[src/rtl/data_memory_access.sv]
// MIPS memory stage: checks the ALU byte address for LW/SW, runs a req/ack
// transaction on the data-memory bus and stalls the core until it completes.
module data_memory_access #(
    parameter int unsigned ADDR_WIDTH     = 10,
    parameter logic [31:0] MEM_BASE       = 32'h1001_0000,
    parameter int unsigned TIMEOUT_CYCLES = 255
) (
    input  logic                  clk,
    input  logic                  reset,
    input  logic                  mem_read_i,
    input  logic                  mem_write_i,
    input  logic [31:0]           address_i,
    input  logic [31:0]           write_data_i,
    output logic                  stall_o,
    output logic [31:0]           read_data_o,
    output logic                  done_o,
    output logic                  error_o,
    output logic                  bus_req_o,
    output logic                  bus_we_o,
    output logic [ADDR_WIDTH-1:0] bus_addr_o,
    output logic [31:0]           bus_wdata_o,
    input  logic                  bus_ack_i,
    input  logic [31:0]           bus_rdata_i
);

    localparam int unsigned   CW    = $clog2(TIMEOUT_CYCLES + 1);
    localparam logic [CW-1:0] TERM  = CW'(TIMEOUT_CYCLES - 1);
    localparam logic [32:0]   LIMIT = 33'(1) << (ADDR_WIDTH + 2);

    typedef enum logic [1:0] {
        IDLE,
        REQ,
        DONE
    } state_t;

    state_t        state;
    logic [CW-1:0] count;
    logic [31:0]   offset;
    logic          fault;

    // Addresses below MEM_BASE wrap to huge offsets and fail the range check.
    always_comb begin
        offset = address_i - MEM_BASE;
        fault  = (mem_read_i & mem_write_i)
               | (address_i[1:0] != 2'b00)
               | ({1'b0, offset} >= LIMIT);
    end

    always_comb begin
        stall_o = 1'b0;
        case (state)
            IDLE:    stall_o = mem_read_i | mem_write_i;
            REQ:     stall_o = 1'b1;
            default: stall_o = 1'b0;
        endcase
    end

    always_ff @(posedge clk) begin
        if (!reset) begin
            state       <= IDLE;
            count       <= '0;
            bus_req_o   <= 1'b0;
            bus_we_o    <= 1'b0;
            bus_addr_o  <= '0;
            bus_wdata_o <= '0;
            read_data_o <= '0;
            done_o      <= 1'b0;
            error_o     <= 1'b0;
        end else begin
            done_o <= 1'b0;
            case (state)
                IDLE: begin
                    if (mem_read_i | mem_write_i) begin
                        if (fault) begin
                            error_o <= 1'b1;
                            done_o  <= 1'b1;
                            state   <= DONE;
                        end else begin
                            bus_addr_o  <= offset[ADDR_WIDTH+1:2];
                            bus_we_o    <= mem_write_i;
                            bus_wdata_o <= write_data_i;
                            error_o     <= 1'b0;
                            count       <= '0;
                            bus_req_o   <= 1'b1;
                            state       <= REQ;
                        end
                    end
                end
                REQ: begin
                    // An ack arriving on the terminal count still completes cleanly.
                    if (bus_ack_i) begin
                        bus_req_o <= 1'b0;
                        if (!bus_we_o) begin
                            read_data_o <= bus_rdata_i;
                        end
                        done_o <= 1'b1;
                        state  <= DONE;
                    end else if (count == TERM) begin
                        bus_req_o <= 1'b0;
                        error_o   <= 1'b1;
                        done_o    <= 1'b1;
                        state     <= DONE;
                    end else begin
                        count <= count + 1'b1;
                    end
                end
                DONE: begin
                    state <= IDLE;
                end
                default: begin
                    state <= IDLE;
                end
            endcase
        end
    end

endmodule

[config.mk]
export PLATFORM = sky130hd
export DESIGN_NAME = data_memory_access
export DESIGN_NICKNAME = d
export VERILOG_FILES = /design/src/rtl/data_memory_access.sv
export SDC_FILE = /design/constraint.sdc
export NUM_CORES = 1
export LEC_CHECK = 0
export BUFFER_PORTS_ARGS = -buffer_cell sky130_fd_sc_hd__buf_2
export CORE_MARGIN = 5
export CORE_UTILIZATION = 45
export CTS_CLUSTER_DIAMETER = 200
export DETAILED_ROUTE_END_ITERATION = 10
export PLACE_DENSITY = 0.87
export SYNTH_ARGS = -nofsm -noshare
export SYNTH_HDL_FRONTEND = slang
export SYNTH_SLANG_ARGS = --single-unit
[constraint.sdc]
create_clock -name clk -period 2.3 [get_ports clk]
set_input_delay 0.23 -clock clk [delete_from_list [all_inputs] [get_ports clk]]
set_output_delay 0.23 -clock clk [all_outputs]
set_load 0.01 [all_outputs]
==> flow_summary.toml <==
[pwr]
irDropWorstVdd_v = 0.0002927
power_density_nw_per_um2 = 597.6
power_w = 0.002697
leakage_nw = 1.942

[timing]
worst_pin_slew_ps = 726.8
rsz0062_at_grt = "false"
period_needed_ps = 2027
slew_headroom = 0.5155
finalSetupTns_ps = 0
finalHoldViolCount = 0
setup-violations-final = 0
drv_slew = 0
min_period_over_period = 0.8812
fin_worst_skew_ps = 7.762
max_freq_mhz = 493.4

[setup_path]
crit_path_max_fanout = 15
rr_endpoint = "count[7]$_SDFFE_PN0P_"
critPathRequiredTime_ps = 2570
cp.arrival_ps = 2290
worstRegToRegCells = 6
ff2ff_setup_slack_ps = 270
path_class = "flop to flop"
startpoint_type = "flop"
r2r_start = "count[0]$_SDFFE_PN0P_"
end_kind = "flop"

[logic_synthesis]
synth_cell_types = 39
syn-num-nets = 519
ys_seq_area_frac = 0.5226
synth_flop_cell = "dfxtp_1"
synthArstFlopShare = 0
synth-edff-count = 0
syn_inst = 416
syn_area_sq_um = 3371
synth-warning-count = 0
synth_seq_cells = 88
synth.avg_cell_area_sq_um = 8.103

[layout]
layout-drive-gt1-share = 0.3712
area.sequential_sq_um = 1762
n_antenna_cell = 0
fill_cells = 664
syn_to_final_growth_pct = 33.89
nets = 688
multi_input_area_sq_um = 1454

[die]
start_util = 0.4623
core-area_sq_um = 7292
ioPinCount = 180
num_rows = 31
die_w_um = 96.55
die_h_um = 96.55
die_area_sq_um = 9321

[min_path]
hp-start = "write_data_i[14]"
min_to = "bus_wdata_o[14]$_SDFFE_PN0P_"
hold_depth = 3
min_path_type = "input pin to flop"

[grt]
antenna_found_initial = 0
grt_pass1_vias = 3253
grt_usage = 0.1989
grt_pass1_wl_mm = 14.55
grt_max_degree = 44
grt_overflow = 0

[place]
gp_congestion = 0.8646
portBuffers = 179
place_hpwl_mm = 7.371

[routing]
drc = 0
routed_wl_mm = 9.725
viasPerCell = 4.999
post_drt_wl_per_cell_um = 14.11
drt-initial-drc-count = 158
drt-pass1-iter-count = 4
ant_nets = 0
vias = 3444

[cts]
cts_root_buffer = "clkbuf_8"
postCtsSetupBuffers = 0
clkTransAtPathRegs_ps = 110
cts_buffers = 9
clock_path_buffers = 2
post_cts_resized = 0
clock_sinks = 88
insertion_delay_ps = 350
cts_max_level = 3
cts_tree = "built"
hold_buffers = 0

[outcome]
status = "finished, final reports clean"

[run]
cap_violations = 0
==> power by group <==
part           total [W]  internal [W]  switching, W  leakage [nW]
logic           0.000155     0.0000814     0.0000735          1.15
clock network    0.00101      0.000417      0.000595        0.0874
registers        0.00153       0.00153    0.00000348         0.709
total            0.00270       0.00203      0.000672          1.94
==> worst max path at each step <==
stage                              endpoint                   from  slack [ps]  cells past startpoint
5_1_grt        read_data_o[12]$_SDFFE_PN0P_  state[0]$_SDFFE_PN0P_         140                      4
3_5_place_dp          count[2]$_SDFFE_PN0P_           address_i[0]         190                      6
6_report              count[7]$_SDFFE_PN0P_  count[0]$_SDFFE_PN0P_         270                      6
4_1_cts        read_data_o[22]$_SDFFE_PN0P_  state[0]$_SDFFE_PN0P_         300                      4
2_1_floorplan         count[6]$_SDFFE_PN0P_           address_i[0]         470                      6
3_3_place_gp          count[4]$_SDFFE_PN0P_           address_i[0]         260                      6
==> worst max-delay path, cell delays in order (launching register included) <==
cell and delay [ps]:
dfxtp_1 450, inv_1 110, ha_1 230, a41o_2 320, a2bb2oi_2 220, or4_1 450, a21oi_1 190
==> stage by stage <==
step                      hold slack [ps]  utilization  cells  instance area (sq um)  worst slack [ps]
after detailed placement            440.2       0.5930    673                   4324             188.4
final                               112.0       0.6189    689                   4513             273.3
after global routing                104.3       0.6189    689                   4513             143.8
after floorplan                     366.0            -    416                   3371             473.2
after global placement              433.9       0.5930    673                   4324             264.5
after CTS                           101.8       0.6189    689                   4513             296.0
==> cells in the final DEF (no fill, tap or decap), drive strengths merged, types with 2 or more instances in the layout <==
| cell type | n |
|---|---|
| or3 | 8 |
| clkbuf | 9 |
| dfxtp | 88 |
| a21oi | 83 |
| or2 | 2 |
| o221a | 2 |
| clkinvlp | 3 |
| nand3 | 2 |
| nor4b | 2 |
| inv | 8 |
| and4 | 2 |
| nor3b | 2 |
| nand4 | 6 |
| nand2 | 153 |
| nor2 | 5 |
| nor3 | 6 |
| nor4 | 2 |
| o21ai | 6 |
| ha | 2 |
| buf | 185 |
| or4 | 2 |
==> flip-flops by register name (all words and copies together) (netlist names) <==
name	flops
bus_req_o	1
bus_we_o	1
read_data_o	32
done_o	1
count	8
bus_wdata_o	32
state	2
bus_addr_o	10
error_o	1
==> cells in the mapped netlist, types with 2 or more instances <==
cell type  instances  area share
ha_1               2      0.0074
nand2_1          153        0.17
or3_2              4      0.0089
nor4b_1            2      0.0052
dfxtp_1           88        0.52
buf_6              5       0.017
buf_4              2      0.0045
or3_1              3      0.0056
nor2_1             5      0.0056
nand3_1            2      0.0030
nor3b_1            2      0.0045
inv_1              4      0.0045
or2_0              2      0.0037
o221a_2            2      0.0067
clkbuf_1          20       0.022
o21ai_0            6      0.0089
nor3_1             6      0.0089
nand4_1            6       0.011
a21oi_1           82        0.12
==> cells by family (layout without fill, tap and decap cells) <==
family,count (synthesis),in the layout,share of synthesized area
adder cells (fa/ha/maj),2,2,0.007423
AND/OR/NAND/NOR,196,196,0.2610
XOR/XNOR,1,1,0.002599
AO/OA/AOI/OAI,97,97,0.1574
buffers and inverters,32,206,0.04899
flip-flops,88,88,0.5226
==> per-layer routing <==
| layer | GRT usage | vias to the layer above | routed length (um) |
|---|---|---|---|
| met1 | 0.2171 | 1548 | 3689 |
| met2 | 0.3598 | 152 | 4923 |
| met4 | 0.07243 | 0 | 170 |
| met5 | 0 | - | 0 |
| met3 | 0.06274 | 18 | 942 |
| li1 | - | 1726 | - |
==> cell type report <==
cell class                      count  area share
Sequential cell                    88      0.3904
Multi-Input combinational cell    296      0.3222
Timing Repair Buffer              185      0.2140
Clock buffer                        9     0.02745
Tap cell                           99     0.02745
Clock inverter                      7     0.01442
Inverter                            5    0.004159
(Power assumes the default switching activity.)
